==> config.mk <==
export PLATFORM = sky130hd
export DESIGN_NAME = ascii_tx_sequencer
export DESIGN_NICKNAME = d
export VERILOG_FILES = /design/src/rtl/ascii_tx_sequencer_pkg.sv /design/src/rtl/ascii_tx_sequencer_serializer.sv /design/src/rtl/ascii_tx_sequencer.sv
export SDC_FILE = /design/constraint.sdc
export NUM_CORES = 1
export LEC_CHECK = 0
export CORE_ASPECT_RATIO = 1.2
export CORE_MARGIN = 2
export CORE_UTILIZATION = 37
export DETAILED_ROUTE_END_ITERATION = 7
export MAX_ROUTING_LAYER = met4
export PLACE_DENSITY = 0.72
export SETUP_SLACK_MARGIN = 0.2
export SLEW_MARGIN = 5
export SYNTH_ARGS = -nofsm -noshare
export SYNTH_HDL_FRONTEND = slang
export SYNTH_SLANG_ARGS = --single-unit
==> constraint.sdc <==
create_clock -name clk -period 2.9 [get_ports clk]
set_clock_uncertainty 0.05 [all_clocks]
set_input_delay 0.58 -clock clk [delete_from_list [all_inputs] [get_ports clk]]
set_output_delay 0.58 -clock clk [all_outputs]
set_load 0.05 [all_outputs]
==> src/rtl/ascii_tx_sequencer_pkg.sv <==
// Shared types and constants for the ASCII transmit sequencer.
// Optional feature macro: ASCII_TX_CRLF_EN (appends CR/LF after each packet).
package ascii_tx_sequencer_pkg;

   // Sequencer states; TERM only exists when CR/LF termination is built in.
   typedef enum logic [2:0] {
      ST_IDLE      = 3'd0,
      ST_START     = 3'd1,
      ST_WAIT_CONV = 3'd2,
      ST_SEND      = 3'd3,
`ifdef ASCII_TX_CRLF_EN
      ST_TERM      = 3'd4,
`endif
      ST_DONE      = 3'd5
   } state_t;

   localparam int         PAYLOAD_BYTES  = 10;
   localparam int         PAYLOAD_IDX_W  = $clog2(PAYLOAD_BYTES);
   localparam logic [7:0] ASCII_CR       = 8'h0D;
   localparam logic [7:0] ASCII_LF       = 8'h0A;

   // Counter must hold 0 .. timeout-1; never narrower than one bit.
   function automatic int timeout_cnt_width(input int timeout);
      return (timeout < 2) ? 1 : $clog2(timeout);
   endfunction

   localparam int CONV_TIMEOUT_DEFAULT = 16;
   localparam int TIMEOUT_CNT_W        = timeout_cnt_width(CONV_TIMEOUT_DEFAULT);

endpackage

==> src/rtl/ascii_tx_sequencer_serializer.sv <==
// Byte serializer: holds the ten converted ASCII bytes and streams them
// LSB byte first over a valid/ready handshake.
// Optional feature macro: ASCII_TX_CRLF_EN (adds CR then LF after payload).
module ascii_byte_serializer
   import ascii_tx_sequencer_pkg::*;
(
   input  logic        clk,
   input  logic        rst_n,
   input  logic        i_load,
   input  logic [79:0] i_ascii,
   input  logic        i_send,
`ifdef ASCII_TX_CRLF_EN
   input  logic        i_term,
   output logic        o_term_done,
`endif
   input  logic        i_tx_ready,
   output logic        o_tx_valid,
   output logic [7:0]  o_tx_data,
   output logic        o_payload_done
);

   logic [79:0]              r_shift;
   logic [PAYLOAD_IDX_W-1:0] r_idx;
   logic                     w_payload_xfer;

   // A payload byte moves only on a handshake; otherwise data is held stable.
   assign w_payload_xfer = i_send && i_tx_ready;
   assign o_payload_done = w_payload_xfer && (r_idx == PAYLOAD_IDX_W'(PAYLOAD_BYTES - 1));

`ifdef ASCII_TX_CRLF_EN
   logic r_term_sel;   // 0 = CR pending, 1 = LF pending

   assign o_tx_valid  = i_send || i_term;
   assign o_tx_data   = i_term ? (r_term_sel ? ASCII_LF : ASCII_CR) : r_shift[7:0];
   assign o_term_done = i_term && i_tx_ready && r_term_sel;

   // Terminator byte select: toggles per accepted CR/LF byte, wraps back to CR.
   always_ff @(posedge clk or negedge rst_n) begin
      if (!rst_n) begin
         r_term_sel <= 1'b0;
      end else if (i_load) begin
         r_term_sel <= 1'b0;
      end else if (i_term && i_tx_ready) begin
         r_term_sel <= ~r_term_sel;
      end
   end
`else
   assign o_tx_valid = i_send;
   assign o_tx_data  = r_shift[7:0];
`endif

   // Shift register and byte index: load on conversion result, shift per byte.
   // NOTE: the data register is reset too, so tx_data reads 0 out of reset
   // instead of whatever the last packet left behind.
   always_ff @(posedge clk or negedge rst_n) begin
      if (!rst_n) begin
         r_shift <= '0;
         r_idx   <= '0;
      end else if (i_load) begin
         r_shift <= i_ascii;
         r_idx   <= '0;
      end else if (w_payload_xfer) begin
         r_shift <= {8'h00, r_shift[79:8]};
         r_idx   <= r_idx + PAYLOAD_IDX_W'(1);
      end
   end

endmodule

==> src/rtl/ascii_tx_sequencer.sv <==
// ASCII transmit sequencer: accepts a 5-byte hex packet, hands it to an
// external hex-to-ASCII converter, then streams the 10 ASCII bytes to a UART.
// Optional feature macro: ASCII_TX_CRLF_EN (CR/LF appended, 12 bytes/packet).
module ascii_tx_sequencer
   import ascii_tx_sequencer_pkg::*;
#(
   parameter int CONV_TIMEOUT = 16
) (
   input  logic        clk,
   input  logic        rst_n,
   input  logic        in_valid,
   output logic        in_ready,
   input  logic [39:0] in_data,
   output logic        conv_valid,
   output logic        conv_active,
   output logic [39:0] conv_data_out,
   input  logic        conv_ready,
   input  logic [79:0] conv_ascii,
   output logic        tx_valid,
   input  logic        tx_ready,
   output logic [7:0]  tx_data,
   output logic        busy,
   output logic        err_timeout
);

   localparam int CNT_W = timeout_cnt_width(CONV_TIMEOUT);

   state_t           r_state;
   logic [CNT_W-1:0] r_to_cnt;
   logic [39:0]      r_conv_data;
   logic             r_err;
   logic             w_load;
   logic             w_timeout_hit;
   logic             w_payload_done;

   // Status outputs decode straight from the state register.
   assign in_ready      = (r_state == ST_IDLE);
   assign busy          = (r_state != ST_IDLE);
   assign conv_valid    = (r_state == ST_START);
   assign conv_active   = (r_state != ST_WAIT_CONV);
   assign conv_data_out = r_conv_data;
   assign err_timeout   = r_err;

   // conv_ready wins over timeout expiry in the same cycle.
   assign w_load        = (r_state == ST_WAIT_CONV) && conv_ready;
   assign w_timeout_hit = (r_state == ST_WAIT_CONV) && !conv_ready &&
                          (r_to_cnt == CNT_W'(CONV_TIMEOUT - 1));

`ifdef ASCII_TX_CRLF_EN
   logic w_term_done;
`endif

   ascii_byte_serializer u_serializer (
      .clk            (clk),
      .rst_n          (rst_n),
      .i_load         (w_load),
      .i_ascii        (conv_ascii),
      .i_send         (r_state == ST_SEND),
`ifdef ASCII_TX_CRLF_EN
      .i_term         (r_state == ST_TERM),
      .o_term_done    (w_term_done),
`endif
      .i_tx_ready     (tx_ready),
      .o_tx_valid     (tx_valid),
      .o_tx_data      (tx_data),
      .o_payload_done (w_payload_done)
   );

   // Main FSM with packet capture, converter timeout and error pulse.
   // NOTE: all state here uses non-blocking assignments so every register
   // samples pre-edge values, independent of statement order.
   always_ff @(posedge clk or negedge rst_n) begin
      if (!rst_n) begin
         r_state     <= ST_IDLE;
         r_to_cnt    <= '0;
         r_conv_data <= '0;
         r_err       <= 1'b0;
      end else begin
         r_err <= 1'b0;
         case (r_state)
            ST_IDLE: begin
               if (in_valid) begin
                  r_conv_data <= in_data;
                  r_state     <= ST_START;
               end
            end
            ST_START: begin
               r_to_cnt <= '0;
               r_state  <= ST_WAIT_CONV;
            end
            ST_WAIT_CONV: begin
               if (conv_ready) begin
                  r_state <= ST_SEND;
               end else if (w_timeout_hit) begin
                  r_err   <= 1'b1;
                  r_state <= ST_IDLE;
               end else begin
                  r_to_cnt <= r_to_cnt + CNT_W'(1);
               end
            end
            ST_SEND: begin
               if (w_payload_done) begin
`ifdef ASCII_TX_CRLF_EN
                  r_state <= ST_TERM;
`else
                  r_state <= ST_DONE;
`endif
               end
            end
`ifdef ASCII_TX_CRLF_EN
            ST_TERM: begin
               if (w_term_done) r_state <= ST_DONE;
            end
`endif
            ST_DONE: r_state <= ST_IDLE;
            default: r_state <= ST_IDLE;
         endcase
      end
   end

endmodule

==> impl_metrics.toml, run 1 <==
[layout]
drive_above_1_share_pct = 13.74
layout.cells.most_common = "clkdlybuf4s50_1"
syn_to_final_growth_pct = 43.57
nets = 751
layout_common_cells = "173 x clkdlybuf4s50_1, 132 x dfrtp_1, 45 x inv_1"
final_util_pct = 53.77
diodes = 0

[synthesis]
post_synth_num_cell_types = 37
synthTopCellsByArea = "dfrtp_1 59%, mux2_2 8.1%, a221o_1 5.7%"
synthFlopType = "dfrtp_1"
syn_inst = 457
synth_warnings = 0
synth_top_area_share_pct = 59.21
syn_area_um2 = 5579
synth-seq-cells = 132
synthArstFlopShare_pct = 100.0
syn-mean-instance-area_um2 = 12.21
synth_edf_count = 0
syn_nets = 585
yosysSeqAreaShare_pct = 59.21
netlist.top_cell.by_area = "dfrtp_1"

[clocking]
cts_tree = "done"
cts_resized = 3
h-tree-depth = 4
cts_buffer_depth = 2
postCtsHoldBufs = 0
clk_latency_ns = 0.41
cts-buffers-inserted = 17
cts_setup_buffers = 0
cts_root_buf = "clkbuf_16"
clkTransAtPathRegs_ns = 0.05
clock_sinks = 132

[worst_setup_path]
critPathSlowestCell = "clkdlybuf4s50_1"
path_cells = "nor3_2 > inv_1 > clkdlybuf4s50_1"
crit_required_ns = 2.27
critPathArrivalTime_ns = 1.90
slowest_delay_ns = 0.70
crit_type = "flip-flop to output pin"
cp-start-kind = "flip-flop"
reg2reg_depth = 3
crit_fanout = 11
cp-end-kind = "output pin"

[floorplanning]
die-area_um2 = 16080
die-width_um = 116.1
core-area_um2 = 14900
io_pins = 179
num_rows = 49
fp.dieH_um = 138.5
initial_utilization_pct = 37.45

[drt]
dr.pass1.iters = 5
vias_per_cell = 5.029
wl_per_cell_um = 16.32
drt_iter0_drc = 175
wirelength_um = 13660
post-route-drc-count = 0
ant_nets = 0
vias = 4209

[global_routing]
grt_use_total_pct = 17.70
grt_pass1_vias = 4330
gr-total-overflow = 0
grt_antenna_before_repair = 0
grt_first_pass_wirelength_um = 21590
grt_max_degree = 81

[pwr]
internal-power_w = 0.005614
p_comb_share_pct = 44.2
p_leak_nw = 3.447
power_frac_seq_pct = 33.6
power_density_nw_per_um2 = 1155
switching_power_w = 0.003636
p_sw_share_pct = 39.31
vdd.ir_drop.worst_v = 0.0003445
power_frac_clock_pct = 22.2

[timing]
grt_setup_unrepaired = "false"
fin_crit_sh_pct = 87.29
max_slew.worst_pin.slew_ns = 1.047
relSlewSlack_pct = 30.01
hold_viol_final = 0
min_period_ns = 2.531
tns_ns = 0
fmax_mhz = 395.0
finalHoldWorstSlack_ns = 0.07294
slew_viol_final = 0
setup_viol = 0

[worst_hold_path]
hold_class = "primary input to async pin"

[job]
drv_cap = 0

[place]
numPortBuffers = 178
hpwl_um = 9388
place.gp.congestion = 0.8048

[run_status]
outcome = "completed"
area by class of cell:
class / instances / area, um2
fillers: 1297 / 6888
flip-flops and latches: 132 / 3303
repair buffers: 189 / 1886
multi-input cells: 238 / 1831
clock buffers: 24 / 491.7
well taps: 204 / 255.2
inverters: 45 / 168.9
clock inverters: 5 / 75.07
state kept, by name, indices dropped and copies added (netlist names):
register,count
conv_data_out,40
err_timeout,1
r_state,3
r_to_cnt,4
u_serializer.r_idx,4
u_serializer.r_shift,80
stage by stage:
stage                     setup slack [ns]  cells  cell area, um2  power, W
after global placement              0.3106    808            7448  0.007141
after CTS                           0.1848    837            8011  0.009362
final                               0.3685    837            8010  0.009250
after detailed placement            0.2405    808            7448  0.007284
after global routing                0.2591    837            8010  0.009770
after floorplan                     0.5745    457            5584  0.005978
power by group through the flow:
stage | clock (W) | sequential (W) | combinational [W]
finish | 0.00206 | 0.00311 | 0.00409
global route | 0.00218 | 0.00319 | 0.00439
CTS | 0.00211 | 0.00311 | 0.00414
detailed placement | 0 | 0.00313 | 0.00415
global placement | 0 | 0.00309 | 0.00405
floorplan | 0 | 0.00403 | 0.00195
final timing paths:
kind	start	endpoint	slack, ns
worst max-delay path	r_state[2]	busy	0.37
worst min-delay path	rst_n	u_serializer.r_shift[6]	0.07
worst max register to register	r_state[2]	u_serializer.r_shift[6]	0.85
worst min register to register	u_serializer.r_idx[3]	u_serializer.r_idx[3]	0.44
max in group asynchronous	rst_n	u_serializer.r_shift[79]	1.96
min in group clk	u_serializer.r_idx[3]	u_serializer.r_idx[3]	0.44
routing by layer:
layer | GRT usage (%) | routed length [um] | vias to the layer above
li1 | - | - | 1968
met1 | 21.59 | 5696 | 2034
met2 | 28.10 | 6674 | 186
met3 | 4.516 | 1014 | 21
met4 | 6.892 | 270 | 0
met5 | - | 0 | -
critical path, delay by kind of cell, from the launching register on:
family        cells  cell delay [ns]
buf+inv           2             0.76
flops             1             0.49
simple gates      1             0.25
synth_stat cells, drive strengths merged, types with 2 or more instances:
cell type	instances
a21oi	2
a221o	32
a22o	8
a22oi	40
and3	2
buf	42
dfrtp	132
ha	3
inv	45
mux2	40
mux2i	5
nand2	5
nand3	3
nor2	35
nor3	2
nor4b	2
o21ai	45
or3b	2
logic make-up after synthesis:
group	after synthesis	synth area share [%]
AOI/OAI and AO/OA	133	17.52
DFF	132	59.21
buffers and inverters	87	8.298
and+or+nand+nor	57	5.338
muxes	45	8.971
adders and majority gates	3	0.6729
Note: power is estimated with default switching activity, not from simulation.
==> run 2: changes to the inputs <==
--- a/config.mk
+++ b/config.mk
@@ -5,6 +5,7 @@
 export SDC_FILE = /design/constraint.sdc
 export NUM_CORES = 1
 export LEC_CHECK = 0
+export CAP_MARGIN = 20
 export CORE_ASPECT_RATIO = 1.2
 export CORE_MARGIN = 2
 export CORE_UTILIZATION = 37
==> constraint.sdc (replaced) <==
create_clock -name clk -period 3.07 [get_ports clk]
set_clock_uncertainty 0.05 [all_clocks]
set_input_delay 0.614 -clock clk [delete_from_list [all_inputs] [get_ports clk]]
set_output_delay 0.614 -clock clk [all_outputs]
set_load 0.05 [all_outputs]
==> run 2 against run 1 <==
Net effect: cell count shrank 0.24%; via count decreased by 1.7%; highest routed layer unchanged; clock power rose by 7%; global-route usage about the same; total power shrank 3.0%; critical endpoint is now conv_valid; critical path type unchanged; setup slack worse by 0.068 ns; sequential share of layout area is 0.36 points lower; sequential cell count unchanged.
==> impl_metrics.toml, run 2 (synthesized netlist as in run 1, its figures left out) <==
[run_status]
outcome = "completed"

[drt]
dr.pass1.iters = 5
post-route-drc-count = 0
wirelength_um = 13540
vias = 4136
ant_nets = 0
drt_iter0_drc = 215
vias_per_cell = 4.953
wl_per_cell_um = 16.21

[timing]
fmax_mhz = 361.1
setup_viol = 0
grt_setup_unrepaired = "false"
max_slew.worst_pin.slew_ns = 1.061
tns_ns = 0
fin_crit_sh_pct = 90.21
hold_viol_final = 0
slew_viol_final = 0
min_period_ns = 2.769
relSlewSlack_pct = 29.07
finalHoldWorstSlack_ns = 0.1912

[floorplanning]
die-area_um2 = 16080
die-width_um = 116.1
io_pins = 179
core-area_um2 = 14900
initial_utilization_pct = 37.45
fp.dieH_um = 138.5
num_rows = 49

[global_routing]
grt_pass1_vias = 4164
grt_use_total_pct = 17.73
grt_first_pass_wirelength_um = 21330
grt_max_degree = 86
gr-total-overflow = 0
grt_antenna_before_repair = 0

[clocking]
cts-buffers-inserted = 17
cts_setup_buffers = 0
clock_sinks = 132
clkTransAtPathRegs_ns = 0.05
cts_buffer_depth = 2
postCtsHoldBufs = 0
cts_root_buf = "clkbuf_16"
h-tree-depth = 4
clk_latency_ns = 0.41
cts_tree = "done"

[place]
hpwl_um = 9132
numPortBuffers = 178
place_inst = 803
place.gp.congestion = 0.8132

[layout]
layout_common_cells = "174 x clkdlybuf4s50_1, 132 x dfrtp_1, 45 x inv_1"
syn_to_final_growth_pct = 44.83
layout.cells.most_common = "clkdlybuf4s50_1"
top_register = "u_serializer.r_shift"
instances_no_fill = 835
diodes = 0
final.fill_count = 1292
nets = 746
drive_above_1_share_pct = 13.47
largest_reg_flops = 80
multiInputGateArea_um2 = 1831
regArea_um2 = 3303

[worst_setup_path]
crit_fanout = 11
slowest_delay_ns = 0.55
crit_type = "flip-flop to output pin"
path_cells = "or3b_2 > inv_1 > dlygate4sd2_1"
path_buf_inv = 2
critPathSlowestCell = "dfrtp_1"
cp-start-kind = "flip-flop"
cp-end-kind = "output pin"
crit_required_ns = 2.41
cp_top_family = "buffers and inverters"
critPathArrivalTime_ns = 2.11

[pwr]
vdd.ir_drop.worst_v = 0.0004164
power_density_nw_per_um2 = 1110
p_leak_nw = 3.459

[worst_hold_path]
hold_class = "primary input to async pin"

[job]
drv_cap = 0
## run 2: cell types whose count changed in the layout (fill, tap and decap cells not counted), sizes merged
cell	change
buf	-5
bufinv	+2
clkdlybuf4s50	+1
clkinv	-1
clkinvlp	+1
## run 2: through the flow
stage / worst slack [ns] / area (um2) / power [W] / utilization (%)
CTS: 0.2214 / 8078 / 0.009091 / 54.22
detailed placement: 0.3914 / 7423 / 0.006860 / 49.83
global placement: 0.4574 / 7423 / 0.006729 / 49.83
floorplan: 0.7105 / 5584 / 0.005647 / -
global route: 0.2384 / 8080 / 0.009486 / 54.24
finish: 0.3006 / 8080 / 0.008969 / 54.24
## run 2: timing repair
| action | 4_1_cts | 5_1_grt |
|---|---|---|
| resized for setup | 2 | 1 |
| gates cloned | 0 | 0 |
| pin swaps | 0 | 0 |
| endpoints found under the setup margin | 2 | 1 |
| hold endpoints to repair | 0 | 0 |
## run 2: power breakdown
group / total (W) / switching [W] / internal (W)
Sequential: 0.00296 / 0.000423 / 0.00253
Combinational: 0.00382 / 0.00231 / 0.00150
Clock: 0.00220 / 0.000707 / 0.00149
Total: 0.00897 / 0.00344 / 0.00553
## run 2: layout make-up
cell class                      instances  share of cell area, %
Sequential cell                       132                  40.88
Clock buffer                           25                  6.380
Timing Repair Buffer                  184                  23.09
Tap cell                              204                  3.159
Multi-Input combinational cell        238                  22.65
Clock inverter                          7                  1.750
Inverter                               45                  2.090
## run 2: final timing paths
| path | from | to | slack [ns] | cells after the start |
|---|---|---|---|---|
| setup / recovery | r_state[0] | conv_valid | 0.30 | 3 |
| hold / removal | rst_n | u_serializer.r_shift[4] | 0.19 | 1 |
| setup reg to reg | r_state[0] | u_serializer.r_shift[4] | 0.96 | 3 |
| hold reg to reg | u_serializer.r_idx[3] | u_serializer.r_idx[3] | 0.44 | 1 |
| max in group asynchronous | rst_n | conv_data_out[18] | 2.00 | 2 |
| min in group clk | u_serializer.r_idx[3] | u_serializer.r_idx[3] | 0.44 | 1 |
## run 2: metal layers
metal,vias to the layer above,track usage [%],part of all wire [%]
met5,-,-,0
met4,0,6.203,1.2
met3,15,4.428,6.1
met2,161,28.04,49
met1,2003,22.12,44
li1,1957,-,-
==> run 3: changes to the inputs <==
--- a/config.mk
+++ b/config.mk
@@ -5,15 +5,15 @@
 export SDC_FILE = /design/constraint.sdc
 export NUM_CORES = 1
 export LEC_CHECK = 0
-export CAP_MARGIN = 20
 export CORE_ASPECT_RATIO = 1.2
 export CORE_MARGIN = 2
 export CORE_UTILIZATION = 37
 export DETAILED_ROUTE_END_ITERATION = 7
 export MAX_ROUTING_LAYER = met4
-export PLACE_DENSITY = 0.72
+export PLACE_DENSITY = 0.71
 export SETUP_SLACK_MARGIN = 0.2
 export SLEW_MARGIN = 5
 export SYNTH_ARGS = -nofsm -noshare
 export SYNTH_HDL_FRONTEND = slang
+export SYNTH_HIERARCHICAL = 1
 export SYNTH_SLANG_ARGS = --single-unit
==> run 3 against run 2 <==
Net effect: worst hold slack worse by 0.078 ns; cell area up 5.0%; largest power group is now registers; synthesized cell count grew 10%; first-iteration DRC count increased by 33%; setup slack lost 0.0046 ns; global-route usage shrank 0.87 points; combinational power is 39% lower; largest cell class unchanged; clock-buffer cell count shrank 5.
==> impl_metrics.toml, run 3 <==
[drt]
route.met2.wl_um = 6335
wirelength_um = 13620
vias_per_cell = 4.677
post-route-drc-count = 0
vias = 4144
wl_per_cell_um = 15.37
top_layer = "met4"
dr.pass1.iters = 4
ant_nets = 0
wl_met3_um = 850
routedLengthMet1_um = 6261
drt_iter0_drc = 286

[synthesis]
synthFlopType = "dfrtp_1"
yosysSeqAreaShare_pct = 55.43
syn-mean-instance-area_um2 = 11.85
synthTopCellsByArea = "dfrtp_1 55%, mux2i_1 12%, mux2_4 10%"
synth_top_area_share_pct = 55.43
syn_inst = 503
synthArstFlopShare_pct = 100.0
synth-seq-cells = 132
syn_area_um2 = 5959
synth.most_common_cell = "dfrtp_1"
syn_nets = 631
post_synth_num_cell_types = 28
synth_common_cells = "132 x dfrtp_1, 94 x nand2_1, 82 x o21ai_0, 74 x mux2i_1, 40 x mux2_4"
synth_edf_count = 0
synth_warnings = 6
netlist.top_cell.by_area = "dfrtp_1"

[worst_setup_path]
cp-start-kind = "flip-flop"
slowest_delay_ns = 0.59
crit_fanout = 10
path_buf_inv = 2
critPathArrivalTime_ns = 2.11
crit_type = "flip-flop to output pin"
r2r_slack_ns = 1.04
path_cells = "or3b_1 > inv_1 > dlygate4sd2_1"
cp_top_family = "buffers and inverters"
critPathSlowestCell = "dfrtp_1"
r2r_start = "r_state[0]"
crit_required_ns = 2.41
reg2reg_depth = 5
cp-end-kind = "output pin"
r2r_end = "u_serializer/r_shift[23]"

[pwr]
power_frac_clock_pct = 29.6
power_density_nw_per_um2 = 821.5
p_comb_share_pct = 33.5
vdd.ir_drop.worst_v = 0.0003602
p_sw_share_pct = 34.49
total_power_w = 0.006970
switching_power_w = 0.002404
power_frac_seq_pct = 36.8
internal-power_w = 0.004566
p_leak_nw = 3.776

[place]
numPortBuffers = 178
hpwl_um = 9608
place_inst = 854
place.gp.congestion = 0.7676

[global_routing]
grt_use_total_pct = 16.86
grt_max_degree = 107
grt_antenna_before_repair = 0
gr-total-overflow = 0
grt_first_pass_wirelength_um = 21750
grt_pass1_vias = 4264

[floorplanning]
fp.dieH_um = 143.0
die-area_um2 = 17140
io_pins = 179
num_rows = 50
core-area_um2 = 15700
initial_utilization_pct = 37.95
die-width_um = 119.9

[layout]
nets = 793
regArea_um2 = 3303
final.fill_count = 1340
top_register = "u_serializer/r_shift"
layout.cells.most_common = "clkdlybuf4s50_1"
layout_common_cells = "175 x clkdlybuf4s50_1, 132 x dfrtp_1, 93 x nand2_1"
diodes = 0
drive_above_1_share_pct = 12.83
largest_reg_flops = 80
multiInputGateArea_um2 = 2404
instances_no_fill = 886
syn_to_final_growth_pct = 42.37

[timing]
min_period_ns = 2.774
grt_setup_unrepaired = "false"
setup_viol = 0
max_slew.worst_pin.slew_ns = 0.5635
slew_viol_final = 0
fin_crit_sh_pct = 90.36
hold_viol_final = 0
fmax_mhz = 360.5
tns_ns = 0
finalHoldWorstSlack_ns = 0.1135
relSlewSlack_pct = 62.43

[worst_hold_path]
hold_class = "primary input to async pin"

[run_status]
outcome = "completed"

[clocking]
clkTransAtPathRegs_ns = 0.06
cts-buffers-inserted = 17
clk_latency_ns = 0.41
clock_sinks = 132
cts_root_buf = "clkbuf_16"
cts_tree = "done"
cts_buffer_depth = 2
postCtsHoldBufs = 0
h-tree-depth = 4

[job]
drv_cap = 0
## run 3: power by group through the flow
stage / clock network (W) / logic, W / registers [W]
floorplan: 0 / 0.00152 / 0.00272
global placement: 0 / 0.00229 / 0.00257
detailed placement: 0 / 0.00237 / 0.00260
CTS: 0.00211 / 0.00237 / 0.00258
global route: 0.00220 / 0.00254 / 0.00263
finish: 0.00206 / 0.00234 / 0.00257
## run 3: what timing repair did
| action | CTS | global route |
|---|---|---|
| endpoints found under the setup margin | 2 | 0 |
| gates resized for setup | 2 | 0 |
| buffers inserted | 0 | 0 |
## run 3: kinds of logic (layout without fill, tap and decap cells)
group	Yosys count	in the layout	share of synthesized area, %
flip-flops	132	132	55.43
AND/OR/NAND/NOR	116	116	8.734
multiplexers	114	114	22.51
AO/OA/AOI/OAI	91	91	7.873
adder cells (fa/ha/maj)	3	3	0.6299
XOR/XNOR	2	2	0.2940
buffers and inverters	45	220	4.535
## run 3: metal layers
layer	up-vias	GRT usage, %
met5	-	-
met4	0	5.387
met3	16	4.992
met2	162	26.17
met1	1912	21.31
li1	2054	-
## run 3: how the worst max path moves through the flow
stage | from | endpoint | slack (ns) | depth (start not counted)
finish | r_state[0] | conv_valid | 0.30 | 3
global route | r_state[0] | conv_valid | 0.21 | 3
CTS | r_state[0] | conv_valid | 0.28 | 3
detailed placement | r_state[0] | conv_valid | 0.48 | 3
global placement | r_state[0] | conv_valid | 0.51 | 3
floorplan | r_state[1] | busy | 0.72 | 3
## run 3: final cells by class
class | instances | share of cell area [%]
Timing Repair Buffer | 185 | 22.34
Clock buffer | 20 | 5.383
Tap cell | 208 | 3.067
Sequential cell | 132 | 38.93
Multi-Input combinational cell | 326 | 28.33
Inverter | 3 | 0.1327
Clock inverter | 12 | 1.814
## run 3: stage by stage
| step | utilization, % | cell area (um2) | setup WS, ns |
|---|---|---|---|
| 2_1_floorplan | - | 5964 | 0.7192 |
| 3_3_place_gp | 50.16 | 7876 | 0.5078 |
| 3_5_place_dp | 50.16 | 7876 | 0.4786 |
| 4_1_cts | 54.03 | 8484 | 0.2791 |
| 5_1_grt | 54.03 | 8484 | 0.2123 |
| 6_report | 54.03 | 8484 | 0.2960 |
